`src/rtl/log_ram_ctrl.sv`:
```
// rtl/log_ram_ctrl.sv - violation-log RAM port arbiter with logger write FIFO and clear sweep; optional LOG_CTRL_CNT_EN adds committed-write counter
module log_ram_ctrl #(
  parameter int unsigned ADDR_W     = 16,
  parameter int unsigned DATA_W     = 37,
  parameter int unsigned RAM_DEPTH  = 16'h0400,
  parameter int unsigned FIFO_DEPTH = 4
) (
  input  logic              clk,
  input  logic              reset_n,
  input  logic              log_we,
  input  logic [ADDR_W-1:0] log_addr,
  input  logic [DATA_W-1:0] log_data,
  input  logic              clr_req,
  output logic              clr_busy,
  input  logic              host_re,
  input  logic [ADDR_W-1:0] host_addr,
  output logic              host_ready,
  output logic              host_rvalid,
  output logic [DATA_W-1:0] host_rdata,
  output logic              ram_we,
  output logic              ram_re,
  output logic [ADDR_W-1:0] ram_addr,
  output logic [DATA_W-1:0] ram_wdata,
  input  logic [DATA_W-1:0] ram_rdata,
  output logic              ovf,
  output logic [ADDR_W-1:0] log_count
);

  localparam int unsigned PTR_W = $clog2(FIFO_DEPTH);
  localparam int unsigned ENT_W = ADDR_W + DATA_W;
  localparam logic [ADDR_W-1:0] LAST_ADDR = ADDR_W'(RAM_DEPTH - 1);
  localparam logic [PTR_W:0]    FULL_FILL = (PTR_W+1)'(FIFO_DEPTH);

  typedef enum logic {
    IDLE,
    CLEAR
  } state_t;

  state_t            state_q;
  state_t            state_d;
  logic [ADDR_W-1:0] ptr_q;

  logic [ENT_W-1:0]  fifo_mem [FIFO_DEPTH];
  logic [PTR_W:0]    wr_ptr_q;
  logic [PTR_W:0]    rd_ptr_q;
  logic [PTR_W:0]    fill;
  logic              fifo_empty;
  logic              fifo_full;
  logic              push;
  logic              pop;
  logic [ENT_W-1:0]  head;

  logic              clr_accept;
  logic              rvalid_q;
  logic [DATA_W-1:0] rdata_q;
  logic              ovf_q;

  // The extra pointer bit distinguishes full from empty.
  assign fill       = wr_ptr_q - rd_ptr_q;
  assign fifo_empty = (fill == '0);
  assign fifo_full  = (fill == FULL_FILL);
  assign head       = fifo_mem[rd_ptr_q[PTR_W-1:0]];

  // The FIFO drains whenever the sweep is not holding the port.
  assign pop        = (state_q == IDLE) && !fifo_empty;
  // A pop frees a slot in the same cycle, so a push at full still lands.
  assign push       = log_we && (!fifo_full || pop);
  assign clr_accept = (state_q == IDLE) && clr_req;
  assign clr_busy   = (state_q == CLEAR);

  // FSM state register.
  always_ff @(posedge clk or negedge reset_n) begin
    if (!reset_n) state_q <= IDLE;
    else          state_q <= state_d;
  end

  // Next state: one sweep of RAM_DEPTH writes, clr_req ignored while sweeping.
  always_comb begin
    state_d = state_q;
    case (state_q)
      IDLE:    if (clr_req) state_d = CLEAR;
      CLEAR:   if (ptr_q == LAST_ADDR) state_d = IDLE;
      default: state_d = IDLE;
    endcase
  end

  // Sweep address pointer, restarted on every accepted clear.
  always_ff @(posedge clk or negedge reset_n) begin
    if (!reset_n)                ptr_q <= '0;
    else if (clr_accept)         ptr_q <= '0;
    else if (state_q == CLEAR)   ptr_q <= ptr_q + 1'b1;
  end

  // FIFO storage; contents are meaningless once the pointers reset.
  always_ff @(posedge clk) begin
    if (push) fifo_mem[wr_ptr_q[PTR_W-1:0]] <= {log_addr, log_data};
  end

  // FIFO pointers.
  always_ff @(posedge clk or negedge reset_n) begin
    if (!reset_n) begin
      wr_ptr_q <= '0;
      rd_ptr_q <= '0;
    end else begin
      if (push) wr_ptr_q <= wr_ptr_q + 1'b1;
      if (pop)  rd_ptr_q <= rd_ptr_q + 1'b1;
    end
  end

  // RAM port mux: sweep write, then buffered log write, then host read.
  always_comb begin
    ram_we     = 1'b0;
    ram_re     = 1'b0;
    ram_addr   = '0;
    ram_wdata  = '0;
    host_ready = 1'b0;
    if (state_q == CLEAR) begin
      ram_we   = 1'b1;
      ram_addr = ptr_q;
    end else if (!fifo_empty) begin
      ram_we    = 1'b1;
      ram_addr  = head[ENT_W-1:DATA_W];
      ram_wdata = head[DATA_W-1:0];
    end else if (host_re) begin
      host_ready = 1'b1;
      ram_re     = 1'b1;
      ram_addr   = host_addr;
    end
  end

  // Host read return: valid one cycle after grant, last word held afterwards.
  always_ff @(posedge clk or negedge reset_n) begin
    if (!reset_n) begin
      rvalid_q <= 1'b0;
      rdata_q  <= '0;
    end else begin
      rvalid_q <= host_ready;
      if (rvalid_q) rdata_q <= ram_rdata;
    end
  end

  assign host_rvalid = rvalid_q;
  assign host_rdata  = rvalid_q ? ram_rdata : rdata_q;

  // Sticky overflow; a drop in the same cycle as a clear still reports.
  always_ff @(posedge clk or negedge reset_n) begin
    if (!reset_n) begin
      ovf_q <= 1'b0;
    end else begin
      if (clr_accept)                    ovf_q <= 1'b0;
      if (log_we && fifo_full && !pop)   ovf_q <= 1'b1;
    end
  end

  assign ovf = ovf_q;

`ifdef LOG_CTRL_CNT_EN
  localparam logic [ADDR_W-1:0] CNT_MAX = ADDR_W'(RAM_DEPTH);
  logic [ADDR_W-1:0] cnt_q;

  // Committed log writes, saturating at the RAM depth.
  always_ff @(posedge clk or negedge reset_n) begin
    if (!reset_n)                       cnt_q <= '0;
    else if (clr_accept)                cnt_q <= '0;
    else if (pop && cnt_q != CNT_MAX)   cnt_q <= cnt_q + 1'b1;
  end

  assign log_count = cnt_q;
`else
  assign log_count = '0;
`endif

endmodule
```
`config.mk`:
```
export PLATFORM = sky130hd
export DESIGN_NAME = log_ram_ctrl
export DESIGN_NICKNAME = d
export VERILOG_FILES = /design/src/rtl/log_ram_ctrl.sv
export SDC_FILE = /design/constraint.sdc
export NUM_CORES = 1
export LEC_CHECK = 0
export BUFFER_PORTS_ARGS = -buffer_cell sky130_fd_sc_hd__clkbuf_2
export CORE_MARGIN = 3
export CORE_UTILIZATION = 41
export DETAILED_ROUTE_END_ITERATION = 8
export GPL_TIMING_DRIVEN = 1
export SETUP_SLACK_MARGIN = 0.5
export SLEW_MARGIN = 40
export SYNTH_ARGS = -nofsm -noshare
export SYNTH_HDL_FRONTEND = slang
export SYNTH_SLANG_ARGS = --single-unit
```
`constraint.sdc`:
```
create_clock -name clk -period 4.5 [get_ports clk]
set_input_delay 1.35 -clock clk [delete_from_list [all_inputs] [get_ports clk]]
set_output_delay 1.35 -clock clk [all_outputs]
set_load 0.02 [all_outputs]
```
; ---- Yosys cells after proc, flatten, opt, wreduce, memory -nomap -nowiden
; Memories as Yosys holds them, arrays and structs flattened.
; Cells that the tools add are included.
[word_totals]
input_bits = 111
ram_bits = 212
regBits = 62
mem_bits_ro = 0
output_inout_bits = 112
latchBits = 0
mem_count = 1
[memory_table]
columns = name, depth, word_bits, rd, rd_ports_with_merged_regs, write_ports, line_no
row1 = fifo_mem, 4, 53, 1, 0, 1, 43  ; logic [ENT_W-1:0] fifo_mem [FIFO_DEPTH];
[op_classes]
addsub = 4
order_cmp = 0
n_div = 0
eq_ne = 2
multipliers = 0
shifts = 0
muxes = 20
bitwise_logic = 1
n_reduce_logical = 12
[ops]
columns = cell, n
row1 = 2-to-1 mux 37 bit, 3
row2 = 2-to-1 mux 16 bit, 5
row3 = adder 16 x 1 -> 16 bit (second input constant), 1
row4 = == test 16 x 10 -> 1 bit (second input constant), 1
row5 = 2-to-1 mux 1 bit, 11
row6 = adder 3 x 1 -> 3 bit (second input constant), 2
row7 = logical AND 1 bit, 5
row8 = nonzero test 2 bit, 2
row9 = == test 3 bit (second input constant), 1
row10 = logical NOT 1 bit, 3
row11 = logical NOT 3 bit, 1
row12 = subtractor 3 bit, 1
row13 = one-hot mux 1 bit (2 select lines), 1
row14 = logical OR 1 bit, 1
row15 = NOT 1 bit, 1

; ---- Longest topological paths before layout
; Gate-level depths: netlist of the first run.
[depth]
word_depth = 8
depth_mapped = 10
depth_no_buf = 6

; ---- Worst setup path before layout of the first run
; OpenSTA, ideal clock, no wires.
[synth_path]
path_type = reg2out
startpoint = register rd_ptr_q[1]
endpoint = output port ram_re
t_required_ns = 3.150
slack_ns = 0.550
stages_incl_launch_ff = 10
t_arrival_ns = 2.600
path_buffers = 3
cell_sequence = dfrtp_1 > buf_2 > buf_1 > inv_1 > ha_1 > nor2b_1 > xnor2_1 > or3_1 > nor2_1 > buf_4
[synth_via]
elab_chain_len = 4
[synth_rtl]
columns = item, line_no
row1 = "start, declared", 45  ; logic [PTR_W:0] rd_ptr_q;
row2 = "start signal, assigned", 106  ; if (pop) rd_ptr_q <= rd_ptr_q + 1'b1;
row3 = subtractor 3 bit, 59  ; assign fill = wr_ptr_q - rd_ptr_q;
row4 = logical NOT 3 bit, 60  ; assign fifo_empty = (fill == '0);
row5 = 2-to-1 mux 1 bit (2 in a row), n/a
row6 = "end, declared", 21  ; output logic ram_re,
; No other way between the ends.

; ---- Worst setup path in the final report of the first run
[layout_path]
startpoint = register rd_ptr_q[0]
endpoint = output port ram_wdata[11]
[layout_via]
elab_chain_len = 4
word_cells_on_any_way = 5
cone_classes = 1 x add/sub / 2 x mux / 1 x reduce/logical / 1 x memory
[layout_rtl]
columns = item, line_no
row1 = subtractor 3 bit, 59
row2 = logical NOT 3 bit, 60
row3 = 2-to-1 mux 37 bit *, 120  ; end else if (!fifo_empty) begin
row4 = 2-to-1 mux 37 bit *, 117  ; if (state_q == CLEAR) begin
row5 = "end, declared", 23  ; output logic [DATA_W-1:0] ram_wdata,
; Mark *: on every way between the ends. The rest lies on a longest branch, timed or not.

==> results.toml, run 1 <==
[run_status]
status = "finished, final reports clean"

[route]
drc_errors = 0
drt_pass1_iterations = 4
routedWlPerCell_um = 19.45
wirelength_um = 23530
ant_nets = 0
drt_iter0_markers = 410
via_count = 6195
via_per_inst = 5.120

[floorplanning]
fp.coreArea_mm2 = 0.02643
initial_core_util = 0.4222
die_h_um = 171.0
die_w_um = 171.0
dieArea_mm2 = 0.02923
rows = 59
io_pins = 223

[layout]
final_cell_mix = "212 x edfxtp_1, 205 x clkbuf_2, 60 x dfrtp_1, 53 x mux4_2, 39 x nor2b_1"
n_fill_cell = 2270
n_antenna_cell = 0
drive_gt1_frac = 0.4229
final_common_cell = "edfxtp_1"
final_cell_count_no_fill = 1210
stdcell_area_mm2 = 0.01345
nets = 972
area_delta_synth_final_pct = 20.54

[worst_setup_path]
path_class = "flop to output port"
crit_start = "rd_ptr_q[0]"
crit_slowest_cell = "dfrtp_4"
crit_cells = 7
cp_max_fo = 18
reg2reg_depth = 7
cp_top_family = "buffers and inverters"
end_kind = "output port"
path_cells = "ha_1, and2_1, buf_4, a21o_4, buf_4, nor2b_1, clkbuf_2"
rrSetupSlack_ns = 1.51
critical_path_buf_inv_count = 3
critical_path.reg2reg.endpoint = "fifo_mem[1][10]"
crit_path_frequent_cell = "buf_4"
cpPeakStageDelay_ns = 0.50
critPathArrivalTime_ns = 2.52
cp-start-kind = "flop"
crit_end = "ram_wdata[11]"
required_ns = 3.15
regToRegStartpoint = "rd_ptr_q[0]"

[placed_design]
port_buffers = 206
hpwlAfterDp_um = 15840
dpl_cell_area_mm2 = 0.01257
dp.cells = 1153
place.gp.congestion = 0.7472

[power]
power.leakage_nw = 5.173
irDropWorstVdd_v = 0.0003827
power.density_mw_per_mm2 = 532.6

[grt]
grt_max_degree = 56
grt_antenna_before_repair = 3
grt-ovfl-total = 0
first_global_vias = 6378
grt_usage = 0.1602
grt_pass1_wl_um = 36420

[clock_tree]
htreeDepth = 1
cts_sinks = 274
insertion_delay_ns = 0.53
cts.reportedPaths.clkPinSlew_ns = 0.06
cts.path.max_buffers = 3
numCtsBuffers = 29
tritoncts = "done"
cts-hold-fix-buffers = 0
clockRootBuffer = "clkbuf_16"

[synth]
synth_edf_count = 212
ys.flop_type = "edfxtp_1"
syn_avg_cell_area_um2 = 17.79
yosys_warnings = 0
syn-cell-area_mm2 = 0.01116
synth-seq-area-share = 0.7097
yosysTopAreaCell = "edfxtp_1"
syn_inst = 627
async_flop_share = 0.2263
synth_top_area_frac = 0.5706
synth_seq_cells = 274
netlist-cell-type-count = 41
synthTopCellsByArea = "edfxtp_1 57%, dfrtp_1 14%, mux4_2 11%, mux2_2 3.8%, nor2b_1 2.3%"

[timing]
finalCritPeriodShare = 0.8601
finalHoldViolCount = 0
finalSetupTns_ns = 0
rsz0062_at_grt = "false"
fin_skew_ns = 0.01331
setup_violations = 0
tightest_slew_ns = 0.7146
drv_slew = 0
slew_headroom = 0.5236
min_period_ns = 3.871
max_freq_mhz = 258.4

[min_path]
holdCritPathClass = "flop to flop"

[flow_run]
drv_cap = 0
[metal layers]
layer,vias to the layer above,part of all wire,global-route usage
li1,2854,-,-
met1,3074,0.43,0.2159
met2,225,0.47,0.2601
met3,36,0.088,0.05129
met4,6,0.017,0.03114
met5,-,0.0020,0
[worst register-to-register path: cells and delay by family, from the launching register on]
| family | cells | cell delay (ns) |
|---|---|---|
| compound gates | 1 | 0.26 |
| fa+ha+maj | 1 | 0.30 |
| buf+inv | 2 | 0.65 |
| flops | 1 | 0.50 |
| simple gates | 3 | 0.95 |
[sequential cells by signal (all words and copies together), names as in the netlist]
name,flops
fifo_mem,212
rdata_q,37
ptr_q,16
rd_ptr_q,3
wr_ptr_q,3
clr_busy,1
host_rvalid,1
ovf,1
[what timing repair did]
item / 4_1_cts / 5_1_grt
setup endpoints to repair: 19 / 17
resized for setup: 3 / 4
setup buffers: 2 / 2
pin swaps: 0 / 1
[where the power goes]
group          internal (W)  total, W  switching [W]
Sequential          0.00329   0.00344       0.000153
Combinational      0.000666   0.00165       0.000981
Clock               0.00118   0.00208       0.000893
Total               0.00514   0.00716        0.00203
[worst min-delay path by stage]
stage | from | end | slack [ns] | cells past startpoint
floorplan | ptr_q[15] | ptr_q[15] | 0.47 | 1
global placement | rdata_q[29] | rdata_q[29] | 0.48 | 1
detailed placement | rdata_q[26] | rdata_q[26] | 0.49 | 1
CTS | rdata_q[26] | rdata_q[26] | 0.50 | 1
global route | rdata_q[20] | rdata_q[20] | 0.51 | 1
finish | rdata_q[16] | rdata_q[16] | 0.49 | 1
[Yosys cell counts (all sizes together), types with 5 or more instances]
| cell | count |
|---|---|
| edfxtp | 212 |
| dfrtp | 62 |
| mux4 | 53 |
| nor2b | 41 |
| mux2 | 39 |
| buf | 30 |
| nand2 | 30 |
| clkbuf | 21 |
| o21ai | 21 |
| nand4 | 17 |
| o211ai | 15 |
| xnor2 | 9 |
| ha | 8 |
| nand3 | 8 |
| nor2 | 8 |
| inv | 7 |
| mux2i | 7 |
| a21o | 5 |
| nand2b | 5 |
| nor3 | 5 |
[area by class of cell]
cell class	instances	area (um2)	area share
Tap cell	335	419.2	0.03117
Clock inverter	12	55.05	0.004093
Clock buffer	41	770.7	0.05731
Timing Repair Buffer	231	1247	0.09275
Inverter	7	26.28	0.001954
Sequential cell	274	7923	0.5891
Multi-Input combinational cell	310	3008	0.2236
[per-stage QoR]
| stage | util | hold slack, ns | worst slack [ns] | total power [W] |
|---|---|---|---|---|
| 3_3_place_gp | 0.4758 | 0.4791 | 0.9397 | 0.005142 |
| 2_1_floorplan | - | 0.4686 | 0.5498 | 0.004591 |
| 4_1_cts | 0.5080 | 0.4984 | 0.5247 | 0.007286 |
| 3_5_place_dp | 0.4758 | 0.4852 | 0.9154 | 0.005166 |
| 6_report | 0.5089 | 0.4919 | 0.6295 | 0.007163 |
| 5_1_grt | 0.5089 | 0.5051 | 0.5089 | 0.007564 |
[cell families after synthesis]
family          Yosys count  synth area share
buf+inv                  58           0.02770
fa+ha+maj                 8          0.008972
xor+xnor                 13           0.01155
other cells               1         0.0003361
flops                   274            0.7097
simple gates            124           0.05989
mux                      99            0.1526
compound gates           50           0.02927
(Power assumes the default switching activity.)
==> run 2, diff against run 1 <==
--- a/config.mk
+++ b/config.mk
@@ -5,9 +5,9 @@
 export SDC_FILE = /design/constraint.sdc
 export NUM_CORES = 1
 export LEC_CHECK = 0
-export BUFFER_PORTS_ARGS = -buffer_cell sky130_fd_sc_hd__clkbuf_2
+export BUFFER_PORTS_ARGS = -buffer_cell sky130_fd_sc_hd__buf_4
 export CORE_MARGIN = 3
-export CORE_UTILIZATION = 41
+export CORE_UTILIZATION = 40
 export DETAILED_ROUTE_END_ITERATION = 8
 export GPL_TIMING_DRIVEN = 1
 export SETUP_SLACK_MARGIN = 0.5
==> run 2 against run 1 <==
Against the previous run: power increased by 9.2%; flip-flop and latch count did not move; via count up 1.5%; sequential power hardly changed; global-route usage increased by 0.10 points; sequential share of layout area fell by 3.5 points; worst hold slack better by 0.0043 ns; fmax shrank 1.0%; combinational power is 10% higher; clock power is 23% higher; clock-buffer cell count down 9; critical endpoint is now ram_wdata[5].
==> results.toml, run 2 (synthesis gave the netlist of run 1 again) <==
[run_status]
status = "finished, final reports clean"

[layout]
final_common_cell = "buf_4"
n_antenna_cell = 0
final_cell_mix = "219 x buf_4, 212 x edfxtp_1, 60 x dfrtp_1, 53 x mux4_2, 40 x nor2b_1"
largest_register_ffs = 212
drive_gt1_frac = 0.4344
area_delta_synth_final_pct = 28.18
nets = 972
fin_util = 0.5262
stdcell_area_mm2 = 0.01430

[grt]
first_global_vias = 6624
grt_antenna_before_repair = 3
grt-ovfl-total = 0
grt_pass1_wl_um = 38160
grt_max_degree = 63
grt_usage = 0.1613

[placed_design]
port_buffers = 206
place.gp.congestion = 0.7761
hpwlAfterDp_um = 15740
dpl_cell_area_mm2 = 0.01311

[min_path]
hold_depth = 1
hp-start = "rdata_q[7]"
hold_end = "rdata_q[7]"
holdCritPathClass = "flop to flop"

[floorplanning]
die_w_um = 173.0
io_pins = 223
fp.coreArea_mm2 = 0.02718
rows = 60
die_h_um = 173.0
dieArea_mm2 = 0.02993
initial_core_util = 0.4105

[worst_setup_path]
rrSetupSlack_ns = 1.25
crit_path_frequent_cell = "buf_4"
critPathArrivalTime_ns = 2.56
end_kind = "output port"
cp_max_fo = 20
cp-start-kind = "flop"
regToRegStartpoint = "rd_ptr_q[0]"
path_cells = "ha_1, and2_1, buf_4, a21o_4, buf_4, nor2b_1, buf_4"
reg2reg_depth = 7
cpPeakStageDelay_ns = 0.52
required_ns = 3.15
crit_slowest_cell = "dfrtp_4"
path_class = "flop to output port"
critical_path.reg2reg.endpoint = "fifo_mem[3][3]"

[power]
power_w = 0.007824
power.density_mw_per_mm2 = 547.1
irDropWorstVdd_v = 0.0003134
power.leakage_nw = 5.437

[route]
drt_pass1_iterations = 4
ant_nets = 0
wirelength_um = 24650
via_count = 6290
routedWlPerCell_um = 19.74
drt_iter0_markers = 434
drc_errors = 0
via_per_inst = 5.036

[clock_tree]
cts-hold-fix-buffers = 0
cts.reportedPaths.clkPinSlew_ns = 0.06
clockRootBuffer = "clkbuf_16"
numCtsBuffers = 30
cts_sinks = 274
insertion_delay_ns = 0.55
htreeDepth = 1
cts.path.max_buffers = 3
tritoncts = "done"

[timing]
finalHoldViolCount = 0
slew_headroom = 0.5061
tightest_slew_ns = 0.7398
drv_slew = 0
max_freq_mhz = 255.7
finalSetupTns_ns = 0
min_period_ns = 3.910
finalCritPeriodShare = 0.8690
setup_violations = 0
rsz0062_at_grt = "false"
fin_skew_ns = 0.01870

[flow_run]
drv_cap = 0
==> run 2: routing by layer <==
metal	share of wire	vias up	global-route usage
li1	-	2862	-
met5	0.0019	-	0
met3	0.089	40	0.05029
met1	0.42	3130	0.2152
met2	0.47	252	0.2614
met4	0.015	6	0.03716
==> run 2: per-stage QoR <==
| step | hold slack [ns] | setup WS, ns | instances |
|---|---|---|---|
| 5_1_grt | 0.5080 | 0.4951 | 1249 |
| 6_report | 0.4962 | 0.5897 | 1249 |
| 4_1_cts | 0.5017 | 0.4981 | 1245 |
| 2_1_floorplan | 0.4686 | 0.5498 | 642 |
| 3_5_place_dp | 0.4887 | 0.8076 | 1185 |
| 3_3_place_gp | 0.4829 | 0.8069 | 1185 |
==> run 2: worst max path at each step <==
| stage | endpoint | start |
|---|---|---|
| 2_1_floorplan | ram_re | rd_ptr_q[1] |
| 3_3_place_gp | ram_wdata[8] | rd_ptr_q[0] |
| 3_5_place_dp | ram_wdata[20] | rd_ptr_q[0] |
| 4_1_cts | ram_wdata[20] | wr_ptr_q[0] |
| 5_1_grt | ram_wdata[35] | rd_ptr_q[0] |
| 6_report | ram_wdata[5] | rd_ptr_q[0] |
==> run 2: layout make-up <==
| cell class | count | area (um2) |
|---|---|---|
| repair buffers | 228 | 1780 |
| flip-flops and latches | 274 | 7923 |
| fillers | 2250 | 12870 |
| inverters | 7 | 26.28 |
| clock buffers | 32 | 758.2 |
| multi-input cells | 312 | 3044 |
| well taps | 372 | 465.4 |
| clock inverters | 24 | 304.0 |
==> run 2: power by group <==
part	internal (W)	switching [W]	leakage, nW
clock	0.00162	0.000946	0.521
combinational	0.000773	0.00104	2.20
sequential	0.00329	0.000159	2.72
total	0.00568	0.00215	5.44
==> run 2: what timing repair did <==
item	CTS	global route
endpoints found under the setup margin	48	44
gates cloned	1	1
resized for setup	5	6
buffers inserted	3	3
pin swaps	1	1
==> run 2: worst max-delay path: cells and delay by family, from the launching register on <==
kind | cells | cell delay, ns
buffers and inverters | 3 | 0.57
flip-flops | 1 | 0.52
AND/OR/NAND/NOR | 2 | 0.35
adder cells (fa/ha/maj) | 1 | 0.32
AO/OA/AOI/OAI | 1 | 0.28
